### src/rtl/pipe_wb_arbiter_pkg.sv
`default_nettype none
// ============================================================================
//  Module      : pipe_wb_arbiter_pkg
//  Description : Shared widths, constants and types for the write-back
//                arbiter slice (register address/data widths, the buffered
//                mul/div result entry).
//  Revision    : 1.0 - initial release
// ============================================================================
package pipe_wb_arbiter_pkg;

  localparam int REG_AW = 5;
  localparam int DATA_W = 32;

  typedef logic [REG_AW-1:0] reg_addr_t;
  typedef logic [DATA_W-1:0] data_t;

  localparam reg_addr_t REG_ZERO = 5'd0;

  // One buffered mul/div result: destination register plus value.
  typedef struct packed {
    reg_addr_t rn;
    data_t     data;
  } md_entry_t;

endpackage : pipe_wb_arbiter_pkg
`default_nettype wire

### src/rtl/pipe_wb_arbiter_if.sv
`default_nettype none
// ============================================================================
//  Module      : pipe_wb_arbiter_if
//  Description : Bundle of all non-clock signals around the write-back
//                arbiter: W-stage write request, mul/div result handshake,
//                register-file write port, pipeline freeze and the ID-stage
//                pending-destination lookup.
//                  slave  : the arbiter side
//                  master : the surrounding pipeline / mul/div unit side
//  Revision    : 1.0 - initial release
// ============================================================================
interface pipe_wb_arbiter_if;
  import pipe_wb_arbiter_pkg::*;

  // W-stage write request
  logic      wwreg;
  reg_addr_t wrn;
  data_t     wdata;
  // mul/div result handshake
  logic      md_valid;
  reg_addr_t md_rn;
  data_t     md_data;
  logic      md_ready;
  // register-file write port
  logic      rf_we;
  reg_addr_t rf_wn;
  data_t     rf_d;
  // pipeline freeze
  logic      stall;
  // ID-stage lookup
  reg_addr_t drs;
  reg_addr_t drt;
  logic      pend_rs;
  logic      pend_rt;

  modport slave (
    input  wwreg, wrn, wdata,
    input  md_valid, md_rn, md_data,
    output md_ready,
    output rf_we, rf_wn, rf_d,
    output stall,
    input  drs, drt,
    output pend_rs, pend_rt
  );

  modport master (
    output wwreg, wrn, wdata,
    output md_valid, md_rn, md_data,
    input  md_ready,
    input  rf_we, rf_wn, rf_d,
    input  stall,
    output drs, drt,
    input  pend_rs, pend_rt
  );

endinterface : pipe_wb_arbiter_if
`default_nettype wire

### src/rtl/pipe_wb_fifo.sv
`default_nettype none
// ============================================================================
//  Module      : pipe_wb_fifo
//  Description : Small circular buffer for mul/div results awaiting the
//                register-file write port. Exposes the head entry, the
//                occupancy and per-slot valid/destination vectors so the
//                owner can run a pending-register compare over all slots.
//  Ports       : clk, clrn       clock / async active-low reset
//                push, push_entry enqueue request and payload
//                pop              dequeue the head
//                count            registered occupancy, 0..DEPTH
//                head             entry at the read pointer
//                ent_valid/ent_rn per physical slot: occupied / destination
//  Revision    : 1.0 - initial release
// ============================================================================
module pipe_wb_fifo
  import pipe_wb_arbiter_pkg::*;
#(
  parameter int DEPTH = 2
) (
  input  wire logic                                clk,
  input  wire logic                                clrn,
  input  wire logic                                push,
  input  wire md_entry_t                           push_entry,
  input  wire logic                                pop,
  output logic [$clog2(DEPTH+1)-1:0]               count,
  output md_entry_t                                head,
  output logic [DEPTH-1:0]                         ent_valid,
  output logic [DEPTH-1:0][REG_AW-1:0]             ent_rn
);

  localparam int PW = $clog2(DEPTH);
  localparam int CW = $clog2(DEPTH+1);

  md_entry_t        r_mem [DEPTH];
  logic [PW-1:0]    r_rd_ptr;
  logic [PW-1:0]    r_wr_ptr;
  logic [CW-1:0]    r_count;

  // Pointers and occupancy; DEPTH is a power of two so pointers wrap naturally.
  always_ff @(posedge clk or negedge clrn) begin
    if (!clrn) begin
      r_rd_ptr <= '0;
      r_wr_ptr <= '0;
      r_count  <= '0;
    end else begin
      if (push) r_wr_ptr <= r_wr_ptr + PW'(1);
      if (pop)  r_rd_ptr <= r_rd_ptr + PW'(1);
      case ({push, pop})
        2'b10:   r_count <= r_count + CW'(1);
        2'b01:   r_count <= r_count - CW'(1);
        default: r_count <= r_count;
      endcase
    end
  end

  // Payload storage needs no reset: occupancy alone decides what is live.
  always_ff @(posedge clk) begin
    if (push) r_mem[r_wr_ptr] <= push_entry;
  end

  assign count = r_count;
  assign head  = r_mem[r_rd_ptr];

  // A slot is live when its distance ahead of the read pointer is below count.
  generate
    for (genvar i = 0; i < DEPTH; i++) begin : g_slot
      logic [PW-1:0] w_off;
      assign w_off        = PW'(i) - r_rd_ptr;
      assign ent_valid[i] = (CW'(w_off) < r_count);
      assign ent_rn[i]    = r_mem[i].rn;
    end
  endgenerate

endmodule : pipe_wb_fifo
`default_nettype wire

### src/rtl/pipe_wb_arbiter.sv
`default_nettype none
// ============================================================================
//  Module      : pipe_wb_arbiter
//  Description : Shares the single register-file write port between the
//                pipeline W stage and buffered mul/div results. Buffered
//                results fill idle port cycles; if the head is refused the
//                port MAX_WAIT times in a row, a one-cycle pipeline freeze
//                forces it out. Also flags ID-stage sources that match a
//                buffered destination.
//  Ports       : clk, clrn  clock / async active-low reset
//                bus        pipe_wb_arbiter_if.slave:
//                           wwreg/wrn/wdata        W-stage write request
//                           md_valid/md_rn/md_data mul/div result (md_ready)
//                           rf_we/rf_wn/rf_d       register-file write port
//                           stall                  pipeline freeze
//                           drs/drt -> pend_rs/rt  pending-destination lookup
//  Revision    : 1.0 - initial release
// ============================================================================
module pipe_wb_arbiter
  import pipe_wb_arbiter_pkg::*;
#(
  parameter int DEPTH    = 2,
  parameter int MAX_WAIT = 4
) (
  input  wire logic         clk,
  input  wire logic         clrn,
  pipe_wb_arbiter_if.slave  bus
);

  localparam int CW = $clog2(DEPTH+1);
  localparam int WW = $clog2(MAX_WAIT+1);
  localparam logic [CW-1:0] C_DEPTH    = CW'(DEPTH);
  localparam logic [WW-1:0] C_MAX_WAIT = WW'(MAX_WAIT);

  logic [CW-1:0]              w_count;
  md_entry_t                  w_head;
  md_entry_t                  w_push_entry;
  logic [DEPTH-1:0]           w_ent_valid;
  logic [DEPTH-1:0][REG_AW-1:0] w_ent_rn;

  logic          w_has;
  logic          w_ready;
  logic          w_pipe_wr;
  logic          w_stall;
  logic          w_push;
  logic          w_pop;
  logic [WW-1:0] r_wait;

  // --------------------------------------------------------------------------
  // Result buffer
  // --------------------------------------------------------------------------
  assign w_push_entry.rn   = bus.md_rn;
  assign w_push_entry.data = bus.md_data;

  pipe_wb_fifo #(
    .DEPTH (DEPTH)
  ) u_fifo (
    .clk        (clk),
    .clrn       (clrn),
    .push       (w_push),
    .push_entry (w_push_entry),
    .pop        (w_pop),
    .count      (w_count),
    .head       (w_head),
    .ent_valid  (w_ent_valid),
    .ent_rn     (w_ent_rn)
  );

  // --------------------------------------------------------------------------
  // Handshake and grant decisions
  // --------------------------------------------------------------------------
  assign w_has     = (w_count != '0);
  // Decoded from the registered count only: a same-cycle dequeue does not
  // open a slot until the next cycle, keeping md_ready off the grant path.
  assign w_ready   = (w_count < C_DEPTH);
  assign w_pipe_wr = bus.wwreg & (bus.wrn != REG_ZERO);
  assign w_stall   = w_has & (r_wait == C_MAX_WAIT);
  // Results addressed to r0 are acknowledged but never stored.
  assign w_push    = bus.md_valid & w_ready & (bus.md_rn != REG_ZERO);
  // Head drains on a forced freeze or whenever the pipeline leaves the port idle.
  assign w_pop     = w_has & (w_stall | ~w_pipe_wr);

  always_comb begin
    bus.md_ready = w_ready;
    bus.stall    = w_stall;
    bus.rf_we    = 1'b0;
    bus.rf_wn    = REG_ZERO;
    bus.rf_d     = '0;
    if (w_pop) begin
      bus.rf_we = 1'b1;
      bus.rf_wn = w_head.rn;
      bus.rf_d  = w_head.data;
    end else if (w_pipe_wr) begin
      bus.rf_we = 1'b1;
      bus.rf_wn = bus.wrn;
      bus.rf_d  = bus.wdata;
    end
  end

  // --------------------------------------------------------------------------
  // Starvation counter: counts consecutive cycles the head lost to the W stage.
  // --------------------------------------------------------------------------
  always_ff @(posedge clk or negedge clrn) begin
    if (!clrn) begin
      r_wait <= '0;
    end else if (w_pop || !w_has) begin
      r_wait <= '0;
    end else if (w_pipe_wr && !w_stall && (r_wait != C_MAX_WAIT)) begin
      r_wait <= r_wait + WW'(1);
    end
  end

  // --------------------------------------------------------------------------
  // Pending-destination lookup over live slots; an entry leaving this cycle
  // is still in storage and so still reports pending.
  // --------------------------------------------------------------------------
  always_comb begin
    bus.pend_rs = 1'b0;
    bus.pend_rt = 1'b0;
    for (int i = 0; i < DEPTH; i++) begin
      if (w_ent_valid[i] && (w_ent_rn[i] == bus.drs)) bus.pend_rs = 1'b1;
      if (w_ent_valid[i] && (w_ent_rn[i] == bus.drt)) bus.pend_rt = 1'b1;
    end
    if (bus.drs == REG_ZERO) bus.pend_rs = 1'b0;
    if (bus.drt == REG_ZERO) bus.pend_rt = 1'b0;
  end

endmodule : pipe_wb_arbiter
`default_nettype wire

### src/flat_wrapper.sv
// flat-port wrapper written by rule: the top's interface ports become plain ports
module pipe_wb_arbiter_flat import pipe_wb_arbiter_pkg::*;
#(
  parameter int DEPTH    = 2,
  parameter int MAX_WAIT = 4
)
  (clk, clrn, bus_wwreg, bus_wrn, bus_wdata, bus_md_valid, bus_md_rn, bus_md_data, bus_md_ready, bus_rf_we, bus_rf_wn, bus_rf_d, bus_stall, bus_drs, bus_drt, bus_pend_rs, bus_pend_rt);
  pipe_wb_arbiter_if bus_i ();
  input  wire logic clk;
  input  wire logic clrn;
  input wire logic [$bits(bus_i.wwreg)-1:0] bus_wwreg;
  input wire logic [$bits(bus_i.wrn)-1:0] bus_wrn;
  input wire logic [$bits(bus_i.wdata)-1:0] bus_wdata;
  input wire logic [$bits(bus_i.md_valid)-1:0] bus_md_valid;
  input wire logic [$bits(bus_i.md_rn)-1:0] bus_md_rn;
  input wire logic [$bits(bus_i.md_data)-1:0] bus_md_data;
  output wire logic [$bits(bus_i.md_ready)-1:0] bus_md_ready;
  output wire logic [$bits(bus_i.rf_we)-1:0] bus_rf_we;
  output wire logic [$bits(bus_i.rf_wn)-1:0] bus_rf_wn;
  output wire logic [$bits(bus_i.rf_d)-1:0] bus_rf_d;
  output wire logic [$bits(bus_i.stall)-1:0] bus_stall;
  input wire logic [$bits(bus_i.drs)-1:0] bus_drs;
  input wire logic [$bits(bus_i.drt)-1:0] bus_drt;
  output wire logic [$bits(bus_i.pend_rs)-1:0] bus_pend_rs;
  output wire logic [$bits(bus_i.pend_rt)-1:0] bus_pend_rt;
  assign bus_i.wwreg = bus_wwreg;
  assign bus_i.wrn = bus_wrn;
  assign bus_i.wdata = bus_wdata;
  assign bus_i.md_valid = bus_md_valid;
  assign bus_i.md_rn = bus_md_rn;
  assign bus_i.md_data = bus_md_data;
  assign bus_md_ready = bus_i.md_ready;
  assign bus_rf_we = bus_i.rf_we;
  assign bus_rf_wn = bus_i.rf_wn;
  assign bus_rf_d = bus_i.rf_d;
  assign bus_stall = bus_i.stall;
  assign bus_i.drs = bus_drs;
  assign bus_i.drt = bus_drt;
  assign bus_pend_rs = bus_i.pend_rs;
  assign bus_pend_rt = bus_i.pend_rt;
  pipe_wb_arbiter #(.DEPTH(DEPTH), .MAX_WAIT(MAX_WAIT)) u_core (.clk(clk), .clrn(clrn), .bus(bus_i));
endmodule
### config.mk
export PLATFORM = sky130hd
export DESIGN_NAME = pipe_wb_arbiter_flat
export DESIGN_NICKNAME = d
export VERILOG_FILES = /design/src/rtl/pipe_wb_arbiter_pkg.sv /design/src/rtl/pipe_wb_arbiter_if.sv /design/src/rtl/pipe_wb_fifo.sv /design/src/rtl/pipe_wb_arbiter.sv /design/src/flat_wrapper.sv
export SDC_FILE = /design/constraint.sdc
export NUM_CORES = 1
export LEC_CHECK = 0
export BUFFER_PORTS_ARGS = -buffer_cell sky130_fd_sc_hd__buf_2
export CAP_MARGIN = 20
export CORE_MARGIN = 2
export CORE_UTILIZATION = 50
export DETAILED_ROUTE_END_ITERATION = 6
export PLACE_DENSITY = 0.8
export SLEW_MARGIN = 15
export SYNTH_ARGS = -nofsm -noshare
export SYNTH_HDL_FRONTEND = slang
export SYNTH_SLANG_ARGS = --single-unit
### constraint.sdc
create_clock -name clk -period 3.4 [get_ports clk]
set_clock_uncertainty 0.1 [all_clocks]
set_input_delay 0.68 -clock clk [delete_from_list [all_inputs] [get_ports clk]]
set_output_delay 0.68 -clock clk [all_outputs]
set_load 0.01 [all_outputs]
== Word level (Yosys, flattened, before mapping) ==
Memory sizes are Yosys's and may differ from the RTL's.
Cells that the tools add are included.

* Bitwise gates (word level): 7
* Mux-type cells: 17
* Reduce and logical (&&, ||, !) cells: 16
* Order comparisons: 3
* Add/sub/neg operators: 7
* Equality and inequality tests: 8

{| class="wikitable"
|+ Operators with widths
! cell !! count
|-
| $mux W32 || 2
|-
| $eq A5 B5 Y1 || 4
|-
| $logic_not A5 Y1 || 2
|-
| $mux W1 || 10
|-
| $mux W5 || 2
|-
| $reduce_bool A5 Y1 || 2
|-
| $logic_and A1 B1 Y1 || 6
|-
| $mux W3 || 2
|-
| $reduce_bool A2 Y1 || 3
|-
| $and A1 B1 Y1 || 5
|-
| $lt A1 B2 Y1 || 2
|-
| $pmux W2 S2 || 1
|-
| $add A3 B1 Y3 const B || 1
|-
| $eq A3 B3 Y1 const B || 1
|-
| $ne A3 B3 Y1 const B || 1
|-
| $add A1 B1 Y1 const B || 2
|-
| $add A2 B1 Y2 const B || 1
|-
| $eq A2 B1 Y1 const B || 1
|-
| $eq A2 B2 Y1 const B || 1
|-
| $logic_not A1 Y1 || 2
|-
| $lt A2 B2 Y1 const B || 1
|-
| $sub A1 B1 Y1 const A || 2
|-
| $sub A2 B1 Y2 const B || 1
|-
| $logic_or A1 B1 Y1 || 1
|-
| 2 further kinds || 2
|}

* Memories kept: 1
* Bits in writable memories: 74
* Register bits: 7
* Logic and storage cells: 63

{| class="wikitable"
|+ Memories
! memory !! depth !! bits a word !! read ports !! clocked after Yosys merged registers in !! wr ports !! line !! source
|-
| u_core.u_fifo.r_mem || 2 || 37 || 3 || 0 || 1 || pipe_wb_fifo.sv:35 || <nowiki>md_entry_t r_mem [DEPTH];</nowiki>
|}

== Depth between registers and ports, before layout ==
* Depth after elaboration: 7
* Gate-level depth with buffers: 11
* Gate-level depth less buffers: 9

== Modules after synthesis ==
From an unflattened synthesis, not the netlist that was laid out.

* Cell total of the unflattened synthesis: 244
* Area total of the unflattened synthesis: 3799.9 µm²

{| class="wikitable"
|+ Modules (own cells, without submodules)
! module !! area each (µm²) !! cells each !! times used
|-
| pipe_wb_fifo || 2946.6 || 142 || 1
|-
| pipe_wb_arbiter || 853.3 || 102 || 1
|}

== Worst setup path before layout ==
Ideal clock, no wire load.

* Path type: input port to flip-flop
* Start point: input port bus_md_rn[3]
* End point: memory u_core.u_fifo.r_mem[0][0] (netlist bit) (enable)
* Setup time: 431 ps
* Arrival time: 2512 ps
* Cell stages on the path: 3
* Setup slack: 356 ps
* Buffers on the path: 0
* Required time: 2869 ps
* Path through: or4_1 -> o211ai_1 -> nor2_1

* Cells in the longest elaborated chain, start to end: 4

{| class="wikitable"
|+ RTL lines
! element !! line !! source
|-
| start: declaration || flat_wrapper.sv:15 || <nowiki>input wire logic [$bits(bus_i.md_rn)-1:0] bus_md_rn;</nowiki>
|-
| $reduce_bool A5 Y1 || pipe_wb_arbiter.sv:79 || <nowiki>assign w_push = bus.md_valid & w_ready & (bus.md_rn != REG_ZERO);</nowiki>
|-
| $and A1 B1 Y1 || pipe_wb_arbiter.sv:79 ||
|-
| $mux W1 || pipe_wb_fifo.sv:59 || <nowiki>if (push) r_mem[r_wr_ptr] <= push_entry;</nowiki>
|-
| $mux W1 (not written as such) || pipe_wb_fifo.sv:59 ||
|-
| end: declaration || pipe_wb_fifo.sv:35 ||
|}

Every way passes these cells.

== Worst setup path after layout ==
* Start point: input port bus_wrn[1]
* End point: output port bus_rf_d[19]

* Cells in the longest elaborated chain, start to end: 6

{| class="wikitable"
|+ RTL lines
! element !! line !! source
|-
| start: declaration || flat_wrapper.sv:12 || <nowiki>input wire logic [$bits(bus_i.wrn)-1:0] bus_wrn;</nowiki>
|-
| $reduce_bool A5 Y1 (*) || pipe_wb_arbiter.sv:76 || <nowiki>assign w_pipe_wr = bus.wwreg & (bus.wrn != REG_ZERO);</nowiki>
|-
| $and A1 B1 Y1 (*) || pipe_wb_arbiter.sv:76 ||
|-
| $not A1 Y1 || pipe_wb_arbiter.sv:81 || <nowiki>assign w_pop = w_has & (w_stall | ~w_pipe_wr);</nowiki>
|-
| $or A1 B1 Y1 || pipe_wb_arbiter.sv:81 ||
|-
| $and A1 B1 Y1 || pipe_wb_arbiter.sv:81 ||
|-
| $mux W32 (*) || pipe_wb_arbiter.sv:89 || <nowiki>if (w_pop) begin</nowiki>
|-
| end: declaration || flat_wrapper.sv:20 || <nowiki>output wire logic [$bits(bus_i.rf_d)-1:0] bus_rf_d;</nowiki>
|}

Every way passes the cells marked *; elsewhere a longest branch is shown, timed or not.

==> metrics.cfg <==
[placed_design]
hpwl_mm = 5.58
dp_cells = 487
dpl_worst_slack_ns = 0.304
place_area_mm2 = 0.00445
globalplace.congestion = 0.942
io_buffers = 129

[worst_hold_path]
hold_class = input port to async pin

[clock_network]
cts_tree = done
postCtsSetupRepairBufs = 0
clockRootBuffer = clkbuf_8
cts.path.max_buffers = 2
clock_latency_ns = 0.33
clock-sinks = 81
cts_hold_buf = 0
h-tree-depth = 3
post_cts_resized = 0
numCtsBuffers = 9
clkTransAtPathRegs_ns = 0.08

[critical_path]
crit_arrival_ns = 2.33
cp-start-kind = input port
criticalPathCategory = input port to primary output
end_kind = primary output
required_ns = 2.62
crit_fanout = 39

[yosys]
synthCells = 271
synth_edf_count = 74
synth_warnings = 0
syn_nets = 362
synthArstFlopShare_pct = 8.64
ys_seq_area_share_pct = 64.4
netlist_area_mm2 = 0.00372
ys_ff_latch = 81
yosys.area.top_type = edfxtp_1
syn_area_per_cell_um2 = 13.7
synth_top_cells_by_area = edfxtp_1, mux2i_1, dfrtp_1, nand3_1, o21ai_0
synth_top_area_share_pct = 59.7
ys.flop_type = edfxtp_1
ys_types = 31

[power]
intPower_mw = 2.11
combPwrFrac_pct = 33.4
p_seq_share_pct = 45.3
switchingPower_mw = 1.04
clkPwrFrac_pct = 21.3
power_mw = 3.15
ir_drop_mv = 0.356
swShare_pct = 33.0
power_leakage_nw = 1.94
power.density_mw_per_mm2 = 674

[finish]
area_delta_synth_final_pct = 25.4
fin_area_mm2 = 0.00467
final_cell_mix = buf_2, edfxtp_1, mux2i_1
drive_gt1_share_pct = 38.5
final_common_cell = buf_2
instances_no_fill = 504
final_nets = 491
num-fill-cells = 564
diodes = 0

[route]
wl_per_cell_um = 15.6
route.detailed.drc = 0
drt_first_pass_iters = 4
vias_per_cell = 5.21
num_vias = 2628
drt_iter0_drc = 90
detail-route-antenna-nets = 0
routed_wl_mm = 7.86

[sta]
setup_ws_ns = 0.294
drv_slew = 0
period_share_pct = 91.4
finalHoldViolations = 0
rsz0062_at_grt = no
setup_tns_ns = 0
worst-slew-pin-transition_ns = 1.05
period_minus_slack_ns = 3.11
slew_headroom_pct = 29.6
setup_viol = 0
max_freq_mhz = 322

[die]
core_mm2 = 0.00721
die_y_um = 90.3
num_rows = 31
io_pins = 130
dieArea_mm2 = 0.00815
die_w_um = 90.3
initial_core_util_pct = 51.6

[global_route]
grt_pass1_vias = 2740
grt_overflow = 0
grt_pass1_wl_mm = 12.6
track_usage_pct = 19.6
grt_max_degree = 40
antenna_found_initial = 0

[run_status]
outcome = finished, final reports clean

[flow_run]
drv_cap = 0

## cells by family (layout without fill, tap and decap cells)
| kind of cell | after synthesis | count (layout) | share of synthesized area [%] |
|---|---|---|---|
| flip-flops | 81 | 81 | 64.4 |
| AND/OR/NAND/NOR | 55 | 55 | 7.56 |
| AO/OA/AOI/OAI | 47 | 47 | 7.90 |
| multiplexers | 37 | 37 | 9.95 |
| XOR/XNOR | 26 | 26 | 6.32 |
| buffers and inverters | 22 | 156 | 2.86 |
| adder cells (fa/ha/maj) | 3 | 3 | 1.01 |
## per-layer routing
metal / up-vias / part of all wire (%) / global-route usage [%]
met1: 1258 / 41 / 22.3
li1: 1281 / - / -
met5: - / 0 / 0
met3: 8 / 4.7 / 5.01
met4: 0 / 1.1 / 7.56
met2: 81 / 53 / 35.4
## flip-flops by register name (all words and copies together) (netlist names)
name and count:
u_core.r_wait 3, u_core.u_fifo.count 2, u_core.u_fifo.r_mem 74, u_core.u_fifo.r_rd_ptr 1
u_core.u_fifo.r_wr_ptr 1
## per-stage QoR
stage	utilization (%)	hold slack [ns]
2_1_floorplan	-	0.284
5_1_grt	64.7	0.0531
3_5_place_dp	61.7	0.370
3_3_place_gp	61.7	0.351
6_report	64.7	0.0685
4_1_cts	64.4	0.0532
## worst max-delay path, stage by stage
cell	delay (ns)
buf_2	0.10
or4_1	0.53
o21a_1	0.23
o21a_4	0.34
o21ai_0	0.25
buf_2	0.17
## area by class of cell
| class | instances | area, um^2 | area share [%] |
|---|---|---|---|
| clock buffer | 10 | 128 | 2.73 |
| clock inverter | 6 | 65.1 | 1.39 |
| tap | 99 | 124 | 2.65 |
| inverter | 6 | 22.5 | 0.483 |
| sequential | 81 | 2400 | 51.4 |
| timing repair buffer | 134 | 696 | 14.9 |
| multi-input combinational | 168 | 1230 | 26.4 |
## power groups by stage
| stage | clock, mW | sequential (mW) | combinational (mW) |
|---|---|---|---|
| 3_5_place_dp | 0 | 1.45 | 1.05 |
| 3_3_place_gp | 0 | 1.44 | 1.03 |
| 2_1_floorplan | 0 | 1.40 | 0.743 |
| 5_1_grt | 0.727 | 1.45 | 1.15 |
| 6_report | 0.670 | 1.42 | 1.05 |
| 4_1_cts | 0.687 | 1.43 | 1.05 |
## Yosys cell counts, drive strengths merged (3+ instances only)
cell type,count
clkbuf,12
dfrtp,7
edfxtp,74
xnor2,16
nor3,3
nand3,33
ha,3
o2bb2ai,5
a21oi,3
nor2,7
mux2i,37
xor2,10
buf,4
o21ai,32
or4,3
inv,6
## final timing paths
check	start	endpoint	slack, ns	cells after the start
hold / removal	clrn	u_core.u_fifo.count[1]$_DFFE_PN0P_	0.07	1
max in group asynchronous	clrn	u_core.u_fifo.r_rd_ptr$_DFFE_PN0N_	2.95	1
setup / recovery	bus_wrn[1]	bus_rf_d[19]	0.29	6
setup reg to reg	u_core.r_wait[0]$_DFFE_PN0P_	u_core.u_fifo.count[1]$_DFFE_PN0P_	0.97	9
min in group clk	u_core.r_wait[0]$_DFFE_PN0P_	u_core.r_wait[0]$_DFFE_PN0P_	0.38	1
hold reg to reg	u_core.r_wait[0]$_DFFE_PN0P_	u_core.r_wait[0]$_DFFE_PN0P_	0.38	1
No activity file was read; power rests on OpenSTA's default activity.
